==> config.mk <==
export PLATFORM = sky130hd
export DESIGN_NAME = tone_alarm_generator
export DESIGN_NICKNAME = d
export VERILOG_FILES = /design/src/rtl/tone_pkg.sv /design/src/rtl/tone_tick_gen.sv /design/src/rtl/tone_alarm_generator.sv
export SDC_FILE = /design/constraint.sdc
export NUM_CORES = 1
export LEC_CHECK = 0
export ABC_CLOCK_PERIOD_IN_PS = 7900
export CORE_AREA = 2 2 123 125
export CTS_CLUSTER_SIZE = 16
export DETAILED_ROUTE_END_ITERATION = 6
export DIE_AREA = 0 0 125 127
export SLEW_MARGIN = 20
export SYNTH_ARGS = -nofsm -noshare
export SYNTH_HDL_FRONTEND = slang
export SYNTH_SLANG_ARGS = --single-unit
==> constraint.sdc <==
create_clock -name clk -period 7.9 [get_ports clk]
set_input_delay 1.975 -clock clk [delete_from_list [all_inputs] [get_ports clk]]
set_output_delay 1.975 -clock clk [all_outputs]
set_load 0.02 [all_outputs]
==> src/rtl/tone_pkg.sv <==
`default_nettype none
// tone_pkg: shared types and constants for the tone/alarm generator. Rev 1.0
package tone_pkg;
  typedef enum logic [1:0] {SAW = 2'd0, SQUARE = 2'd1, TRIANGLE = 2'd2, MODE3 = 2'd3} mode_e;
  typedef enum logic [1:0] {IDLE = 2'd0, ON = 2'd1, OFF = 2'd2} state_e;
  localparam int VOL_W = 4;
endpackage
`default_nettype wire

==> src/rtl/tone_tick_gen.sv <==
`default_nettype none
// tone_tick_gen: free-running prescaler, one-cycle tick every PRESCALE clk while run is high. Rev 1.0
module tone_tick_gen #(
  parameter int PRESCALE = 256
) (
  input  logic clk,
  input  logic reset,
  input  logic run,
  output logic tick
);
  localparam int CW = (PRESCALE > 1) ? $clog2(PRESCALE) : 1;

  logic [CW-1:0] count;

  assign tick = run && (count == CW'(PRESCALE - 1));

  always_ff @(posedge clk) begin
    if (reset || !run) begin
      count <= '0;
    end else if (tick) begin
      count <= '0;
    end else begin
      count <= count + CW'(1);
    end
  end
endmodule
`default_nettype wire

==> src/rtl/tone_alarm_generator.sv <==
`default_nettype none
// tone_alarm_generator: tick-driven phase-accumulator tone with ON/OFF burst cadence into a unipolar DAC.
// Optional macro SIREN_EN turns mode 3 into a swept square siren (otherwise mode 3 is silent). Rev 1.0
module tone_alarm_generator
  import tone_pkg::*;
#(
  parameter int DAC_W     = 8,
  parameter int PHASE_W   = 16,
  parameter int PRESCALE  = 256,
  parameter int ON_TICKS  = 4096,
  parameter int OFF_TICKS = 4096,
  parameter int BURST_W   = 4
) (
  input  logic               clk,
  input  logic               reset,
  input  logic               start,
  input  logic               stop,
  input  logic [1:0]         mode,
  input  logic [PHASE_W-1:0] freq_word,
  input  logic [VOL_W-1:0]   volume,
  input  logic [BURST_W-1:0] burst_count,
  output logic [DAC_W-1:0]   DAC,
  output logic               busy,
  output logic               done
);
  localparam int MAX_TICKS = (ON_TICKS > OFF_TICKS) ? ON_TICKS : OFF_TICKS;
  localparam int CNT_W     = $clog2(MAX_TICKS + 1);

  state_e             state;
  logic [PHASE_W-1:0] phase;
  logic [PHASE_W-1:0] phase_inc;
  logic [CNT_W-1:0]   interval;
  logic [BURST_W-1:0] bursts;
  logic               tick;
  logic [DAC_W-1:0]   sample_now;
  logic [DAC_W-1:0]   sample_inc;

  tone_tick_gen #(.PRESCALE(PRESCALE)) u_tick (
    .clk   (clk),
    .reset (reset),
    .run   (busy),
    .tick  (tick)
  );

  function automatic logic [DAC_W-1:0] shape(input logic [PHASE_W-1:0] ph,
                                             input logic [1:0]         m,
                                             input logic [VOL_W-1:0]   vol);
    logic [DAC_W-1:0] p;
    logic [DAC_W-1:0] w;
    logic [DAC_W+4:0] prod;
    p = ph[PHASE_W-1 -: DAC_W];
    case (mode_e'(m))
      SAW:      w = p;
      SQUARE:   w = {DAC_W{p[DAC_W-1]}};
      TRIANGLE: w = p[DAC_W-1] ? ~{p[DAC_W-2:0], 1'b0} : {p[DAC_W-2:0], 1'b0};
`ifdef SIREN_EN
      default:  w = {DAC_W{p[DAC_W-1]}};
`else
      default:  w = '0;
`endif
    endcase
    prod = {5'b0, w} * ({{(DAC_W + 1){1'b0}}, vol} + (DAC_W + 5)'(1));
    return DAC_W'(prod >> 4);
  endfunction

`ifdef SIREN_EN
  logic [PHASE_W-1:0] sweep;
  logic [PHASE_W-1:0] sweep_shr;
  logic [PHASE_W-1:0] sweep_step;
  logic [PHASE_W:0]   sweep_sum;

  always_comb begin
    sweep_shr  = freq_word >> 6;
    sweep_step = (sweep_shr == '0) ? PHASE_W'(1) : sweep_shr;
    sweep_sum  = {1'b0, sweep} + {1'b0, sweep_step};
    phase_inc  = phase + freq_word + ((mode == MODE3) ? sweep : '0);
  end

  // Sweep restarts from zero every time the tone (re)enters ON.
  always_ff @(posedge clk) begin
    if (reset || stop || state != ON) begin
      sweep <= '0;
    end else if (tick) begin
      sweep <= (sweep_sum >= {1'b0, freq_word}) ? '0 : sweep_sum[PHASE_W-1:0];
    end
  end
`else
  assign phase_inc = phase + freq_word;
`endif

  // DAC is loaded with the sample of the phase that will hold after this edge.
  assign sample_now = shape(phase, mode, volume);
  assign sample_inc = shape(phase_inc, mode, volume);

  always_ff @(posedge clk) begin
    if (reset) begin
      state    <= IDLE;
      phase    <= '0;
      interval <= '0;
      bursts   <= '0;
      DAC      <= '0;
      busy     <= 1'b0;
      done     <= 1'b0;
    end else begin
      done <= 1'b0;
      if (stop) begin
        state    <= IDLE;
        phase    <= '0;
        interval <= '0;
        DAC      <= '0;
        busy     <= 1'b0;
      end else begin
        case (state)
          IDLE: begin
            DAC <= '0;
            if (start) begin
              state    <= ON;
              busy     <= 1'b1;
              bursts   <= burst_count;
              interval <= '0;
              phase    <= '0;
            end
          end
          ON: begin
            DAC <= sample_now;
            if (tick) begin
              phase <= phase_inc;
              DAC   <= sample_inc;
              if (bursts != '0 && interval == CNT_W'(ON_TICKS - 1)) begin
                state    <= OFF;
                interval <= '0;
                DAC      <= '0;
              end else begin
                interval <= interval + CNT_W'(1);
              end
            end
          end
          OFF: begin
            DAC <= '0;
            if (tick) begin
              if (interval == CNT_W'(OFF_TICKS - 1)) begin
                interval <= '0;
                bursts   <= bursts - BURST_W'(1);
                if (bursts == BURST_W'(1)) begin
                  state <= IDLE;
                  busy  <= 1'b0;
                  done  <= 1'b1;
                  phase <= '0;
                end else begin
                  state <= ON;
                  DAC   <= sample_now;
                end
              end else begin
                interval <= interval + CNT_W'(1);
              end
            end
          end
          default: begin
            state <= IDLE;
            busy  <= 1'b0;
            DAC   <= '0;
          end
        endcase
      end
    end
  end
endmodule
`default_nettype wire

Word-level counts from Yosys, hierarchy flattened. Index checks and enable logic that the tools add are counted.

Flip-flop bits (word level): 53. Output and inout port bits: 10.

Add/sub/neg operators: 5. $mul: 2. Reductions and logical operators: 17. Bitwise operators: 7. Eq/ne operators: 13. Multiplexer cells: 39.

Operator list (number): 16-bit two-way mux (5); 13-bit two-way mux (5); 8-bit two-way mux (7); 16-bit case mux with 3 select lines (1); 8-bit case mux with 3 select lines (2); 13-bit case mux with 3 select lines (1); 16-bit adder (1); 8-bit NOT (2); 8-bit case mux with 2 select lines (1); 5-bit AND reduction (3); 13-bit by 1-bit adder with 13-bit output (second input constant) (1); 13-bit by 12-bit == test with 1-bit output (second input constant) (1); 8-bit by 13-bit multiplier with 12-bit output (1); 8-bit by 5-bit multiplier with 12-bit output (1); 4-bit two-way mux (3); 2-bit inequality test (second input constant) (6); 2-bit two-way mux (5); 8-bit by 1-bit adder with 8-bit output (second input constant) (1); 8-bit == test (second input constant) (1); 4-bit case mux with 2 select lines (1); 1-bit two-way mux (6); 2-bit case mux with 3 select lines (1); 6-bit AND reduction (1); 4-bit by 1-bit adder with 5-bit output (second input constant) (1); 16 further kinds (25).

Depth between registers and ports, before layout.
Word-level depth: 8. Mapped depth: 27. Depth with buffers taken out: 25.

Hierarchy. A second synthesis with hierarchy kept.

Cells, all modules: 722. Area, all modules: 5679.2 sq um.

Modules (own cells, without submodules): tone_alarm_generator (times used 1, cells an instance 682, area each 5330.1 sq um); tone_tick_gen (times used 1, cells an instance 40, area each 349.1 sq um).

Least setup slack after synthesis. OpenSTA, ideal clock, no wires.

Kind: in2reg. From: input port freq_word[2]. To: register DAC[6]. Stages: 25. Arrival: 7.218 ns. Slack: 0.564 ns. Library setup time: 0.117 ns. Cell sequence: ha_1 o211ai_1 o211ai_2 a211oi_2 o211ai_1 and2_1 buf_6 buf_6 xor2_1 a211oi_1 nor2_1 nor2_1 fa_1 fa_1 inv_1 fa_1 inv_1 ha_1 a21o_1 a21o_1 a21oi_1 a21boi_1 o21ai_0 mux2i_1 nand2_1.

Word-level cells in the longest chain between the ends: 8.

RTL lines: start: declaration (RTL line tone_alarm_generator.sv:19) `input logic [PHASE_W-1:0] freq_word,`; 16-bit adder (*) (RTL line tone_alarm_generator.sv:88) `assign phase_inc = phase + freq_word;`; 8-bit NOT (RTL line tone_alarm_generator.sv:55) `TRIANGLE: w = p[DAC_W-1] ? ~{p[DAC_W-2:0], 1'b0} : {p[DAC_W-2:0], 1'b0};`; 8-bit two-way mux (RTL line tone_alarm_generator.sv:55); 8-bit case mux with 3 select lines (*) (RTL line tone_alarm_generator.sv:52) `case (mode_e'(m))`; 8-bit by 5-bit multiplier with 12-bit output (*) (RTL line tone_alarm_generator.sv:62) `prod = {5'b0, w} * ({{(DAC_W + 1){1'b0}}, vol} + (DAC_W + 5)'(1));`; 8-bit two-way mux (*) (RTL line tone_alarm_generator.sv:129) `if (bursts != '0 && interval == CNT_W'(ON_TICKS - 1)) begin`; 8-bit two-way mux (*) (RTL line tone_alarm_generator.sv:126) `if (tick) begin`; 8-bit case mux with 2 select lines (*) (RTL line tone_alarm_generator.sv:113) `case (state)`; end signal: assignment (RTL line tone_alarm_generator.sv:125) `DAC <= sample_now;`; end signal: assignment (RTL line tone_alarm_generator.sv:128) `DAC <= sample_inc;`; end signal: assignment (RTL line tone_alarm_generator.sv:151) `DAC <= sample_now;`; end: declaration (RTL line tone_alarm_generator.sv:22) `output logic [DAC_W-1:0] DAC,`.

Mark *: on every way between the ends. The rest lies on a longest branch, timed or not. A chain may end at the register's enable or synchronous reset.

Worst setup path after layout.
From: input port freq_word[0]. To: register DAC[7].

Same word-level chain as after synthesis.

==> run metrics <==
outcome completed; share of cells above drive strength 1 under 10%; Fmax around 130 MHz; global-route wire length before repair about 24,000 um; largest net degree at the start of global routing 24; min Tclk post-route about 7.6 ns; top-count cell post-synth nor2_1; Synth Area per Inst approximately 8.0 sq um; hold_buf cts 0; setup violators final 0; vias in the first global route approximately 5,100; CP Data Arrival Time slightly below 8 ns; largest family of logic cells by synthesized area adder cells; first drt pass iteration count 5; peak supply drop roughly 72 uV; simple-gate share of the synthesized area a little under a quarter; Seq cells post-synth 53; Port Buffers 39; met1 Use GR 23.43%; CP endpoint kind register; type of origin of the critical path primary input; final wirelength between 10,000 and 15,000 um; via count between 5,000 and 6,000; Ant. Diodes 0; Clock Path Buffers 2; # nets final roughly 900; Yosys warning count 0; row count between 40 and 50; Netlist cell types just under 70; HPWL after detailed placement about 11,000 um; slack of the critical path ~0.32 ns; Die W 125 um; final instance area 0.006695 sq mm; Compound-Gate Fraction of Synth Area approximately 17%; Setup Skew ~0.011 ns; Area Growth Syn to Fin 16.94%; Placer Congestion between 0.8 and 0.9; grt met3 use 2.387%; core area 0.01442 sq mm; drt drc 0; Netlist Area Pre-Place between 0.005 and 0.006 sq mm; placed insts between 900 and 1,000; fillcell total roughly 1,400; TNS Setup 0 ns; crit path max fanout 4; CTS root buffer clkbuf_16; all-layer global routing usage around 18%; GRT busiest layer met2; Top Ports 40; Area after DPL approximately 0.0065 sq mm; grt met2 use around a third; relative slew slack roughly 36%; Tcrit/Tclk final between 90% and 100%; Antenna Nets Post-Route 0; die height ~130 um; area leader, netlist dfxtp_1; Syn Nets 841; Critical Setup Path Class primary input to register; synth cell count leaders nor2_1 (78), nand2_1 (73), ha_1 (61); Hold WC Path Type register to register; DRT iter0 DRCs around 380; Slew Limit Fails 0; Clock Latency Late Sink 0.30 ns; count of final hold-check violations 0; die area about 0.016 sq mm; initial antenna violation count 0; cell count after synthesis a little over 700; CTS sink count 53; total of max-cap violations 0; Total Power around 770 uW; actual slew at the worst max-slew pin around 0.95 ns; CTS H-tree depth 2; GR Overflow Total 0; Synth async-reset ratio 0%; Post-Synth XOR/XNOR Area slightly below 9%; dominant synthesized flop cell dfxtp_1; CTS tree built; number of synthesized flops with an enable pin 0; final std cells w/o fill 965; Synth Area in Adders around a quarter; post-place setup slack -0.1079 ns; CTS Buf Count 5; Lkg Pwr 2.882 nW; post-synth top area share a little under a fifth; clock-pin transition on the worst setup and hold timing paths around 0.08 ns; starting density of the core about two fifths; mux share of post-synthesis cell area under 10%; Vias/cell about 5.3; Crit path required time roughly 8.1 ns; pwr/cell area ~120 mW/mm^2; synth top area cells dfxtp_1 (19%), ha_1 (13%), fa_1 (12%); post-synthesis sequential area ratio 18.53%; wire per inst ~15 um
==> sequential cells by signal, indices dropped and copies added (netlist names) <==
| name | flops |
|---|---|
| done | 1 |
| state | 2 |
| phase | 16 |
| interval | 13 |
| DAC | 8 |
| u_tick.count | 8 |
| busy | 1 |
| bursts | 4 |
==> stage by stage <==
| step | util [%] | hold WS [ns] |
|---|---|---|
| after detailed placement | 45.22 | 0.4554 |
| after floorplan | - | 0.4297 |
| after global routing | 46.42 | 0.4872 |
| after CTS | 46.22 | 0.4656 |
| final | 46.42 | 0.4600 |
| after global placement | 45.22 | 0.4467 |
==> worst paths after layout <==
kind	from	to	slack, ns	depth (start not counted)
worst max-delay path	freq_word[0]	DAC[7]	0.32	24
worst min-delay path	phase[7]	phase[7]	0.46	2
worst max register to register	phase[0]	DAC[7]	2.11	23
worst min register to register	phase[7]	phase[7]	0.46	2
==> timing repair <==
item,CTS,global route
setup endpoints to repair,0,3
resized for setup,0,6
buffers inserted,0,1
==> power by group <==
group	total (mW)	leakage (nW)	internal [mW]	switching, mW
sequential	0.274	0.428	0.270	0.00355
clock	0.224	0.0631	0.118	0.106
combinational	0.275	2.39	0.118	0.157
==> cell type report <==
class / instances / area, sq um / share of cell area (%)
Multi-Input combinational cell: 588 / 4373 / 65.31
Sequential cell: 53 / 1061 / 15.85
Timing Repair Buffer: 77 / 675.6 / 10.09
Tap cell: 184 / 230.2 / 3.439
Inverter: 55 / 211.5 / 3.158
Clock buffer: 6 / 128.9 / 1.925
Clock inverter: 2 / 15.01 / 0.2243
==> worst max-delay path, cell delays in order <==
cell             delay, ns
clkdlybuf4s50_1       0.41
ha_1                  0.23
fa_1                  0.40
a211oi_2              0.23
nor2_1                0.09
or4b_1                0.56
nand3_2               0.14
xor2_1                0.09
a211oi_1              0.36
nor2_2                0.10
nor2_2                0.12
fa_1                  0.45
fa_1                  0.56
inv_1                 0.06
fa_1                  0.53
inv_1                 0.04
ha_1                  0.29
a21o_1                0.18
a21o_1                0.19
a21oi_1               0.17
nand2_1               0.11
a41oi_2               0.21
xor2_1                0.17
o22ai_1               0.09
==> routing by layer <==
layer	share of wire, %	wire, um	vias up
li1	-	-	2599
met1	47	6543	2439
met2	48	6811	106
met3	3.4	482	15
met4	1.5	214	0
met5	0	0	-
==> cells by family (layout without fill, tap and decap cells) <==
kind of cell    after synthesis  in the layout
mux                           7              7
simple gates                280            280
flops                        53             53
buf+inv                      76            140
fa+ha+maj                    94             94
xor+xnor                     56             56
compound gates              151            151
==> cells in the final DEF (no fill, tap or decap), types with 23 or more instances in the layout <==
master,netlist,final
clkdlybuf4s50_1,0,39
fa_1,33,33
o21ai_0,27,26
nand2_1,73,73
nor2_1,78,76
inv_1,54,54
a21oi_1,53,52
ha_1,61,61
dfxtp_1,53,53
nand3_1,40,39
xnor2_1,28,28
buf_4,1,38
nor2b_1,23,23
xor2_1,27,27
Note: power is estimated with default switching activity, not from simulation.
